<file path="src/rtl/cnt_select_arbiter_if.sv">
// rtl/cnt_select_arbiter_if.sv - request/grant/count bundle between two counters and the arbiter
interface cnt_select_arbiter_if #(
  parameter int WIDTH = 4
);
  logic             REQ1;
  logic             REQ2;
  logic [WIDTH-1:0] CNT1;
  logic [WIDTH-1:0] CNT2;
  logic             GNT1;
  logic             GNT2;
  logic             SW;
  logic [WIDTH-1:0] CNT;
  logic             VALID;

  modport master (
    output REQ1, REQ2, CNT1, CNT2,
    input  GNT1, GNT2, SW, CNT, VALID
  );

  modport slave (
    input  REQ1, REQ2, CNT1, CNT2,
    output GNT1, GNT2, SW, CNT, VALID
  );
endinterface

</file>
<file path="src/rtl/cnt_select_arbiter.sv">
// rtl/cnt_select_arbiter.sv - round-robin share of one count channel between two counter sources
module cnt_select_arbiter #(
  parameter int WIDTH = 4,
  parameter int HOLD  = 8
) (
  input logic                 CLK,
  input logic                 RST,
  cnt_select_arbiter_if.slave bus
);
  typedef enum logic {IDLE, GRANT} state_t;

  localparam logic [7:0] HOLD_M1 = 8'(HOLD - 1);

  state_t           state_q, state_d;
  logic             sw_q, sw_d;
  // last uses the select encoding (1 = source 2), so reset value 1 hands the first tie to source 1
  logic             last_q, last_d;
  logic [WIDTH-1:0] cnt_q, cnt_d;
  logic [7:0]       dwell_q, dwell_d;

  logic             pick;
  logic             req_s, req_o;
  logic [WIDTH-1:0] cnt_s, cnt_o;
  logic             rel;

  always_ff @(posedge CLK) begin
    if (RST) begin
      state_q <= IDLE;
      sw_q    <= 1'b0;
      last_q  <= 1'b1;
      cnt_q   <= '0;
      dwell_q <= 8'd0;
    end else begin
      state_q <= state_d;
      sw_q    <= sw_d;
      last_q  <= last_d;
      cnt_q   <= cnt_d;
      dwell_q <= dwell_d;
    end
  end

  always_comb begin
    state_d = state_q;
    sw_d    = sw_q;
    last_d  = last_q;
    cnt_d   = cnt_q;
    dwell_d = dwell_q;

    if (bus.REQ1 && !bus.REQ2)      pick = 1'b0;
    else if (bus.REQ2 && !bus.REQ1) pick = 1'b1;
    else                            pick = ~last_q;

    req_s = sw_q ? bus.REQ2 : bus.REQ1;
    req_o = sw_q ? bus.REQ1 : bus.REQ2;
    cnt_s = sw_q ? bus.CNT2 : bus.CNT1;
    cnt_o = sw_q ? bus.CNT1 : bus.CNT2;
    rel   = !req_s || (dwell_q == 8'd0);

    case (state_q)
      IDLE: begin
        if (bus.REQ1 || bus.REQ2) begin
          state_d = GRANT;
          sw_d    = pick;
          last_d  = pick;
          cnt_d   = pick ? bus.CNT2 : bus.CNT1;
          dwell_d = HOLD_M1;
        end
      end
      GRANT: begin
        if (!rel) begin
          cnt_d   = cnt_s;
          dwell_d = dwell_q - 8'd1;
        end else if (req_o) begin
          // hand over in the same edge so the channel never goes idle
          sw_d    = ~sw_q;
          last_d  = ~sw_q;
          cnt_d   = cnt_o;
          dwell_d = HOLD_M1;
        end else if (req_s) begin
          cnt_d   = cnt_s;
          dwell_d = HOLD_M1;
        end else begin
          state_d = IDLE;
        end
      end
      default: state_d = IDLE;
    endcase
  end

  always_comb begin
    bus.VALID = (state_q == GRANT);
    bus.GNT1  = (state_q == GRANT) && !sw_q;
    bus.GNT2  = (state_q == GRANT) && sw_q;
    bus.SW    = sw_q;
    bus.CNT   = cnt_q;
  end
endmodule

</file>
<file path="src/flat_wrapper.sv">
// flat-port wrapper written by rule: the top's interface ports become plain ports
module cnt_select_arbiter_flat 
#(
  parameter int WIDTH = 4,
  parameter int HOLD  = 8
)
  (CLK, RST, bus_REQ1, bus_REQ2, bus_CNT1, bus_CNT2, bus_GNT1, bus_GNT2, bus_SW, bus_CNT, bus_VALID);
  cnt_select_arbiter_if #(.WIDTH(WIDTH)) bus_i ();
  input logic CLK;
  input logic RST;
  input wire logic [$bits(bus_i.REQ1)-1:0] bus_REQ1;
  input wire logic [$bits(bus_i.REQ2)-1:0] bus_REQ2;
  input wire logic [$bits(bus_i.CNT1)-1:0] bus_CNT1;
  input wire logic [$bits(bus_i.CNT2)-1:0] bus_CNT2;
  output wire logic [$bits(bus_i.GNT1)-1:0] bus_GNT1;
  output wire logic [$bits(bus_i.GNT2)-1:0] bus_GNT2;
  output wire logic [$bits(bus_i.SW)-1:0] bus_SW;
  output wire logic [$bits(bus_i.CNT)-1:0] bus_CNT;
  output wire logic [$bits(bus_i.VALID)-1:0] bus_VALID;
  assign bus_i.REQ1 = bus_REQ1;
  assign bus_i.REQ2 = bus_REQ2;
  assign bus_i.CNT1 = bus_CNT1;
  assign bus_i.CNT2 = bus_CNT2;
  assign bus_GNT1 = bus_i.GNT1;
  assign bus_GNT2 = bus_i.GNT2;
  assign bus_SW = bus_i.SW;
  assign bus_CNT = bus_i.CNT;
  assign bus_VALID = bus_i.VALID;
  cnt_select_arbiter #(.WIDTH(WIDTH), .HOLD(HOLD)) u_core (.CLK(CLK), .RST(RST), .bus(bus_i));
endmodule
</file>
<file path="config.mk">
export PLATFORM = sky130hd
export DESIGN_NAME = cnt_select_arbiter_flat
export DESIGN_NICKNAME = d
export VERILOG_FILES = /design/src/rtl/cnt_select_arbiter_if.sv /design/src/rtl/cnt_select_arbiter.sv /design/src/flat_wrapper.sv
export SDC_FILE = /design/constraint.sdc
export NUM_CORES = 1
export LEC_CHECK = 0
export ABC_AREA = 0
export ABC_CLOCK_PERIOD_IN_PS = 4800
export CAP_MARGIN = 20
export CORE_ASPECT_RATIO = 0.7
export CORE_MARGIN = 10
export CORE_UTILIZATION = 30
export CTS_CLUSTER_DIAMETER = 200
export DETAILED_ROUTE_END_ITERATION = 6
export PLACE_DENSITY_LB_ADDON = 0.05
export SYNTH_ARGS = -nofsm -noshare
export SYNTH_HDL_FRONTEND = slang
export SYNTH_SLANG_ARGS = --single-unit
</file>
<file path="constraint.sdc">
create_clock -name CLK -period 4.8 [get_ports CLK]
set_clock_uncertainty 0.05 [all_clocks]
set_input_delay 0.72 -clock CLK [delete_from_list [all_inputs] [get_ports CLK]]
set_output_delay 0.72 -clock CLK [all_outputs]
set_load 0.02 [all_outputs]
</file>
After elaboration in Yosys (flattened, before gate mapping)

Index checks and enable logic that the tools add are counted.

Bits in registers: 15
Word-level logic and storage cells: 52
Output and inout bits: 8

Eq/ne operators: 4
$add $sub $neg: 1
Bitwise logic cells: 3
Reduce and logical (&&, ||, !) cells: 13
Mux-type cells: 26

Operators with widths:

| operator              | count |
|---|---|
| $mux W8               | 4 |
| $mux W4               | 7 |
| $pmux W8 S2           | 1 |
| $mux W1               | 11 |
| $logic_not A8 Y1      | 1 |
| $pmux W4 S2           | 1 |
| $sub A8 B1 Y8 const B | 1 |
| $logic_and A1 B1 Y1   | 4 |
| $logic_not A1 Y1      | 4 |
| $ne A2 B2 Y1 const B  | 2 |
| $ne A4 B4 Y1 const B  | 1 |
| $pmux W1 S2           | 2 |
| $not A1 Y1            | 3 |
| $reduce_and A3 Y1     | 1 |
| $logic_or A1 B1 Y1    | 2 |
| $ne A2 B1 Y1 const B  | 1 |
| $reduce_and A2 Y1     | 1 |

Longest topological paths before layout

Gate-level depths: netlist (run 1).

Depth after elaboration: 7
Depth in mapped cells: 6
Depth with buffers taken out: 6

Worst setup path before layout (run 1)

Ideal clock, no wire load.

Path type: input -> register
Start: input bus_REQ1
End: register u_core.cnt_q[0], in the netlist u_core.bus.CNT[0]
Stages on the path: 4
Buffers on the path: 1
Data arrival time: 1.726 ns
Library setup time: 0.074 ns
Setup slack: 2.950 ns
Required time: 4.676 ns
Cell sequence: buf_1 -> a41oi_1 -> mux2_2 -> a31oi_1

Cells in the longest elaborated chain, start to end: 7
Elaborated cells between the ends (all ways): 18
Classes of those cells: eq/ne: 2; mux: 9; reduce/logical: 7

Ends and longest elaborated chain:

| item                 | RTL line                 | text |
|---|---|---|
| start, declared      | flat_wrapper.sv:11       | `input wire logic [$bits(bus_i.REQ1)-1:0] bus_REQ1;` |
| $logic_not A1 Y1     | cnt_select_arbiter.sv:50 | `else if (bus.REQ2 && !bus.REQ1) pick = 1'b1;` |
| $logic_and A1 B1 Y1  | cnt_select_arbiter.sv:50 |  |
| $mux W1              | cnt_select_arbiter.sv:50 |  |
| $mux W1              | cnt_select_arbiter.sv:49 | `if (bus.REQ1 && !bus.REQ2) pick = 1'b0;` |
| $mux W4              | cnt_select_arbiter.sv:65 | `cnt_d = pick ? bus.CNT2 : bus.CNT1;` |
| $mux W4              | cnt_select_arbiter.sv:61 | `if (bus.REQ1 \|\| bus.REQ2) begin` |
| $pmux W4 S2          | cnt_select_arbiter.sv:59 | `case (state_q)` |
| end signal, assigned | cnt_select_arbiter.sv:37 | `cnt_q <= cnt_d;` |
| end, declared        | cnt_select_arbiter.sv:18 | `logic [WIDTH-1:0] cnt_q, cnt_d;` |

Several ways; a longest one is shown, not always the timed one. The select of a mux whose other input is x is not followed.
A chain may end at the register's enable or synchronous reset.

Final worst setup path (run 1)

Start: register u_core.state_q, in the netlist u_core.bus.VALID
End: output bus_GNT1

Cells in the longest elaborated chain, start to end: 1

Ends and longest elaborated chain:

| item                   | RTL line                 | text |
|---|---|---|
| start, declared        | cnt_select_arbiter.sv:14 | `state_t state_q, state_d;` |
| start signal, assigned | cnt_select_arbiter.sv:34 | `state_q <= state_d;` |
| $logic_and A1 B1 Y1    | cnt_select_arbiter.sv:92 | `bus.GNT1 = (state_q == GRANT) && !sw_q;` |
| end, declared          | flat_wrapper.sv:15       | `output wire logic [$bits(bus_i.GNT1)-1:0] bus_GNT1;` |

Every way passes these cells.

==> results of run 1 <==
-- flip-flops by register name, summed over array words and instances, names as in the netlist --
register and flops:
u_core.dwell_q 8, u_core.bus.CNT 4, u_core.bus.SW 1, u_core.bus.VALID 1, u_core.last_q 1
-- report_power, final --
| part | switching [W] | internal [W] | total (W) |
|---|---|---|---|
| logic | 0.0000614 | 0.0000525 | 0.000114 |
| clock network | 0.0000473 | 0.0000575 | 0.000105 |
| registers | 0.0000147 | 0.000135 | 0.000149 |
| total | 0.000123 | 0.000245 | 0.000368 |
-- synthesized netlist by cell type, drive strengths merged (2+ instances only) --
cell type,instances,share of area
mux2i,7,0.062
o21ai,9,0.040
ha,2,0.022
nand2b,4,0.022
o2111ai,3,0.023
nor2b,5,0.028
nand3,4,0.018
a31oi,4,0.022
and2,5,0.028
nand2,11,0.036
a211oi,3,0.020
xor2,5,0.039
a41oi,2,0.015
mux2,4,0.040
a21oi,5,0.025
inv,10,0.033
dfxtp,15,0.27
buf,4,0.015
or4,2,0.017
nor2,13,0.043
nor3,2,0.0088
o211ai,5,0.038
clkbuf,4,0.013
-- through the flow --
stage	util	total power (W)
after floorplan	-	0.0002230
after global placement	0.3777	0.0002671
after detailed placement	0.3777	0.0002655
after CTS	0.3906	0.0003716
after global routing	0.3906	0.0003945
final	0.3906	0.0003681
-- cells in the final DEF (no fill, tap or decap), types with 5 or more instances in the layout --
master / instances
clkdlybuf4s50_1: 19
dfxtp_1: 15
nor2_1: 13
nand2_1: 11
inv_1: 10
o21ai_0: 8
mux2i_1: 7
and2_1: 5
nor2b_1: 5
xor2_1: 5
-- metal layers --
metal | global-route usage | up-vias
met5 | 0 | -
met4 | 0.01024 | 0
met3 | 0.03954 | 2
met2 | 0.1240 | 18
met1 | 0.1451 | 509
li1 | - | 561
-- cells by family (layout without fill, tap and decap cells) --
kind of cell,after synthesis,in the layout
muxes,11,11
DFF,15,15
and+or+nand+nor,52,52
xor gates and xnor gates,5,5
AOI/OAI and AO/OA,41,41
buffers and inverters,18,33
adders and majority gates,2,2
-- final cells by class --
class,instances,area (µm²)
well taps,50,62.56
inverters,10,37.54
flip-flops and latches,15,300.3
repair buffers,19,190.2
clock inverters,1,5.005
fillers,379,2182
multi-input cells,111,762.0
clock buffers,3,41.29
-- path summary, 6_finish.rpt --
path | start | end | cells past startpoint
worst max-delay path | u_core.bus.VALID | bus_GNT1 | 3
worst min-delay path | u_core.dwell_q[0] | u_core.dwell_q[0] | 1
worst max register to register | u_core.dwell_q[0] | u_core.bus.SW | 6
worst min register to register | u_core.dwell_q[0] | u_core.dwell_q[0] | 1
==> results.sh, run 1 <==
export IMPL_end_kind="output port"
export IMPL_wl_um=3200
export IMPL_seq_area_frac_synth=0.2652
export IMPL_die_area_um2=6671
export IMPL_dp_cells=205
export IMPL_cts_hold_buf=0
export IMPL_drt_iter0_markers=84
export IMPL_antenna_found_initial=0
export IMPL_holdCritPathClass="flop to flop"
export IMPL_max_freq_mhz=355.7
export IMPL_path_buf_inv=2
export IMPL_synthCells=144
export IMPL_fp_row_count=18
export IMPL_clock_root_buffer="clkbuf_8"
export IMPL_synthMuxAreaShare=0.1017
export IMPL_status="finished clean"
export IMPL_slowest_stage="dfxtp_1"
export IMPL_syn_to_final_growth_pct=23.54
export IMPL_synth_fa_ha_area_frac=0.02210
export IMPL_path_cells="nand2b_1 > inv_1 > clkdlybuf4s50_1"
export IMPL_synth_compound_area_frac=0.2586
export IMPL_post_cts_repair_setup_buffers=0
export IMPL_async_flop_share=0
export IMPL_synthSimpleGateAreaFrac=0.2519
export IMPL_peakVddDrop_mv=0.1541
export IMPL_syn_nets=158
export IMPL_fin_cells=209
export IMPL_start_util=0.3162
export IMPL_worstPathArrival_ns=2.04
export IMPL_grt_overflow_total=0
export IMPL_clock_latency_ns=0.25
export IMPL_period_needed_ns=2.811
export IMPL_drv_slew=0
export IMPL_synth_top_family_by_area="compound AO/OA/AOI/OAI gates"
export IMPL_dp_hpwl_um=2450
export IMPL_route_met3_wl_um=177
export IMPL_die_w_um=93.43
export IMPL_maxCapViolCount=0
export IMPL_design_area_um2=1399
export IMPL_fin_setup_tns_ns=0
export IMPL_synth_cell_types=44
export IMPL_grt_first_pass_wirelength_um=5216
export IMPL_fin_crit_sh=0.5856
export IMPL_synth_ff_type="dfxtp_1"
export IMPL_first_pass_iters=4
export IMPL_cpPeakStageDelay_ns=0.69
export IMPL_crit_fanout=15
export IMPL_synth_edff_count=0
export IMPL_io_buffer_count=19
export IMPL_p_per_area_nw_per_um2=263.1
export IMPL_reg2reg_slack_ns=2.65
export IMPL_drtAntennaViolNets=0
export IMPL_cts_htree_levels=1
export IMPL_die_y_um=71.40
export IMPL_final_hold_violation_count=0
export IMPL_grt_max_degree=18
export IMPL_wl_per_cell_um=15.31
export IMPL_cp_required_ns=4.03
export IMPL_clk_pin_slew_ns=0.07
export IMPL_yosysWarningCount=0
export IMPL_layout_nets=174
export IMPL_rsz0062_at_grt="false"
export IMPL_cts_resized=0
export IMPL_cts_sinks=15
export IMPL_worst_slack_ns=1.989
export IMPL_grt_pass1_vias=1040
export IMPL_vias=1090
export IMPL_ioPinCount=20
export IMPL_drc=0
export IMPL_num_antenna_cells=0
export IMPL_core_area_um2=3581
export IMPL_place_area_um2=1353
export IMPL_clockBufferDepth=2
export IMPL_cts_buffers=3
export IMPL_crit_type="flop to output port"
export IMPL_ys_seq_elements=15
export IMPL_tightest_slew_ns=0.6544
export IMPL_path_delay_family="buffers and inverters"
export IMPL_cts_tree="built"
export IMPL_slew_headroom=0.5628
export IMPL_wl_met1_um=1812
export IMPL_synth_xor_area_frac=0.03867
export IMPL_via_per_inst=5.215
export IMPL_p_leak_nw=0.5254
export IMPL_track_usage=0.09637
export IMPL_syn_mean_instance_area_um2=7.863
export IMPL_setup_viol_count_final=0
export IMPL_wl_met2_um=1205
export IMPL_pre_cts_ws_ns=1.978
export IMPL_start_kind="flop"
export IMPL_gp_congestion=0.7695
export IMPL_fin_hold_ws_ns=0.4552
export IMPL_drive_gt1_frac=0.08805
export IMPL_netlist_area_um2=1132
export IMPL_highest_layer="met4"
No activity file was read; power rests on OpenSTA's default activity.
==> inputs of run 2 (changes only) <==
ABC_CLOCK_PERIOD_IN_PS = 2700   (was 4800)
clock period = 2.7 ns   (was 4.8 ns; I/O delays follow)
==> run 2 against run 1 <==
Compared with the run above: wire length about the same; sequential power grew 74%; sequential share of layout area fell by 0.56 points; worst setup slack lost 1.4 ns; clock power grew 71%; worst hold slack lost 0.011 ns; clock-buffer cell count is the same; critical path depth rose by 2; cell count grew 2.4%; power increased by 78%; sequential cell count unchanged; core utilization up 1.0 points.
==> results.sh, run 2 (synthesis results as in run 1) <==
export IMPL_clockBufferDepth=2
export IMPL_end_kind="flop"
export IMPL_cpPeakStageDelay_ns=0.72
export IMPL_grt_pass1_vias=1020
export IMPL_p_int_w=0.0004418
export IMPL_path_delay_family="simple AND/OR/NAND/NOR gates"
export IMPL_fin_util=0.4011
export IMPL_cts_buffers=3
export IMPL_peakVddDrop_mv=0.2347
export IMPL_cts_tree="built"
export IMPL_finalPower_w=0.0006562
export IMPL_cp_required_ns=2.83
export IMPL_drc=0
export IMPL_die_area_um2=6671
export IMPL_fin_crit_sh=0.7983
export IMPL_path_cells="clkdlybuf4s50_1 > or2_2 > nand3_1 > or4_1 > a21oi_1"
export IMPL_startpoint="bus_REQ2"
export IMPL_pwr_share_seq=0.394
export IMPL_slowest_stage="clkdlybuf4s50_1"
export IMPL_core_area_um2=3581
export IMPL_drt_iter0_markers=78
export IMPL_die_w_um=93.43
export IMPL_cts_hold_buf=0
export IMPL_ioPinCount=20
export IMPL_p_per_area_nw_per_um2=456.9
export IMPL_rsz0062_at_grt="false"
export IMPL_status="finished clean"
export IMPL_start_util=0.3162
export IMPL_grt_overflow_total=0
export IMPL_clock_latency_ns=0.25
export IMPL_wl_um=3198
export IMPL_crit_fanout=17
export IMPL_antenna_found_initial=0
export IMPL_start_kind="input pin"
export IMPL_die_y_um=71.40
export IMPL_via_per_inst=5.252
export IMPL_period_needed_ns=2.155
export IMPL_power_frac_comb=0.332
export IMPL_p_leak_nw=0.5502
export IMPL_worstPathArrival_ns=2.28
export IMPL_post_cts_repair_setup_buffers=0
export IMPL_vias=1124
export IMPL_worst_slack_ns=0.5447
export IMPL_maxCapViolCount=0
export IMPL_layout_commonest_cell="clkdlybuf4s50_1"
export IMPL_track_usage=0.09631
export IMPL_crit_type="input pin to flop"
export IMPL_r2r_start="u_core.dwell_q[0]"
export IMPL_tightest_slew_ns=0.5503
export IMPL_cts_resized=0
export IMPL_cts_sinks=15
export IMPL_clock_power_share=0.274
export IMPL_largest_reg_flops=8
export IMPL_reg2reg_depth=6
export IMPL_setup_viol_count_final=0
export IMPL_max_freq_mhz=464.0
export IMPL_syn_to_final_growth_pct=26.85
export IMPL_largest_register="u_core.dwell_q"
export IMPL_first_pass_iters=4
export IMPL_fp_row_count=18
export IMPL_cts_htree_levels=1
export IMPL_num_antenna_cells=0
export IMPL_holdCritPathClass="flop to flop"
export IMPL_slew_headroom=0.6283
export IMPL_fin_hold_ws_ns=0.4445
export IMPL_io_buffer_count=19
export IMPL_fin_setup_tns_ns=0
export IMPL_gp_congestion=0.8239
export IMPL_path_buf_inv=1
export IMPL_grt_max_degree=18
export IMPL_mostFrequentLayoutCells="clkdlybuf4s50_1 (19), dfxtp_1 (15), nor2_1 (13)"
export IMPL_wl_per_cell_um=14.94
export IMPL_clock_root_buffer="clkbuf_8"
export IMPL_dp_hpwl_um=2482
export IMPL_grt_first_pass_wirelength_um=5306
export IMPL_swShare=0.3268
export IMPL_reg2reg_slack_ns=0.67
export IMPL_drive_gt1_frac=0.1159
export IMPL_drtAntennaViolNets=0
export IMPL_r2r_end="u_core.bus.CNT[0]"
export IMPL_cp_num_cells=5
export IMPL_clk_pin_slew_ns=0.06
export IMPL_layout_nets=179
export IMPL_endpoint="u_core.dwell_q[7]"
export IMPL_final_hold_violation_count=0
export IMPL_pre_cts_ws_ns=0.3109
export IMPL_p_sw_w=0.0002145
export IMPL_drv_slew=0
-- run 2: cell count changes in the layout (fill, tap and decap cells not counted), sizes merged --
cell	previous run	this run
buf	0	5
-- run 2: per-stage QoR --
| step | cell area [µm²] | instances |
|---|---|---|
| 2_1_floorplan | 1132 | 144 |
| 3_3_place_gp | 1390 | 210 |
| 3_5_place_dp | 1390 | 210 |
| 4_1_cts | 1436 | 214 |
| 5_1_grt | 1436 | 214 |
| 6_report | 1436 | 214 |
-- run 2: worst reg2reg max path: cells and delay by family (launching register included) --
kind | cells | cell delay (ns)
and+or+nand+nor | 1 | 0.53
adders and majority gates | 1 | 0.21
DFF | 1 | 0.33
buffers and inverters | 1 | 0.08
AOI/OAI and AO/OA | 3 | 0.75
-- run 2: area by class of cell --
class | count | area, µm²
Tap cell | 50 | 62.56
Timing Repair Buffer | 24 | 227.7
Clock inverter | 1 | 5.005
Clock buffer | 3 | 41.29
Sequential cell | 15 | 300.3
Fill cell | 376 | 2145
Inverter | 10 | 37.54
Multi-Input combinational cell | 111 | 762.0
-- run 2: worst min-delay path by stage --
stage / from / cells past startpoint / end / slack, ns
floorplan: u_core.dwell_q[0] / 1 / u_core.dwell_q[0] / 0.41
global placement: u_core.dwell_q[0] / 1 / u_core.dwell_q[0] / 0.44
detailed placement: u_core.dwell_q[0] / 1 / u_core.dwell_q[0] / 0.44
CTS: u_core.dwell_q[0] / 1 / u_core.dwell_q[0] / 0.45
global route: u_core.dwell_q[0] / 1 / u_core.dwell_q[0] / 0.48
finish: u_core.dwell_q[0] / 1 / u_core.dwell_q[0] / 0.44
-- run 2: power by group through the flow --
stage | clock network [W] | registers (W) | logic [W]
final | 0.000180 | 0.000259 | 0.000218
after global routing | 0.000200 | 0.000263 | 0.000239
after CTS | 0.000188 | 0.000259 | 0.000218
after detailed placement | 0 | 0.000264 | 0.000216
after global placement | 0 | 0.000264 | 0.000218
after floorplan | 0 | 0.000270 | 0.000126
-- run 2: layer usage --
layer,track usage,wire (µm),vias to the layer above
li1,-,-,566
met1,0.1490,1765,524
met2,0.1225,1177,32
met3,0.03746,250,2
met4,0.005119,4,0
met5,0,0,-
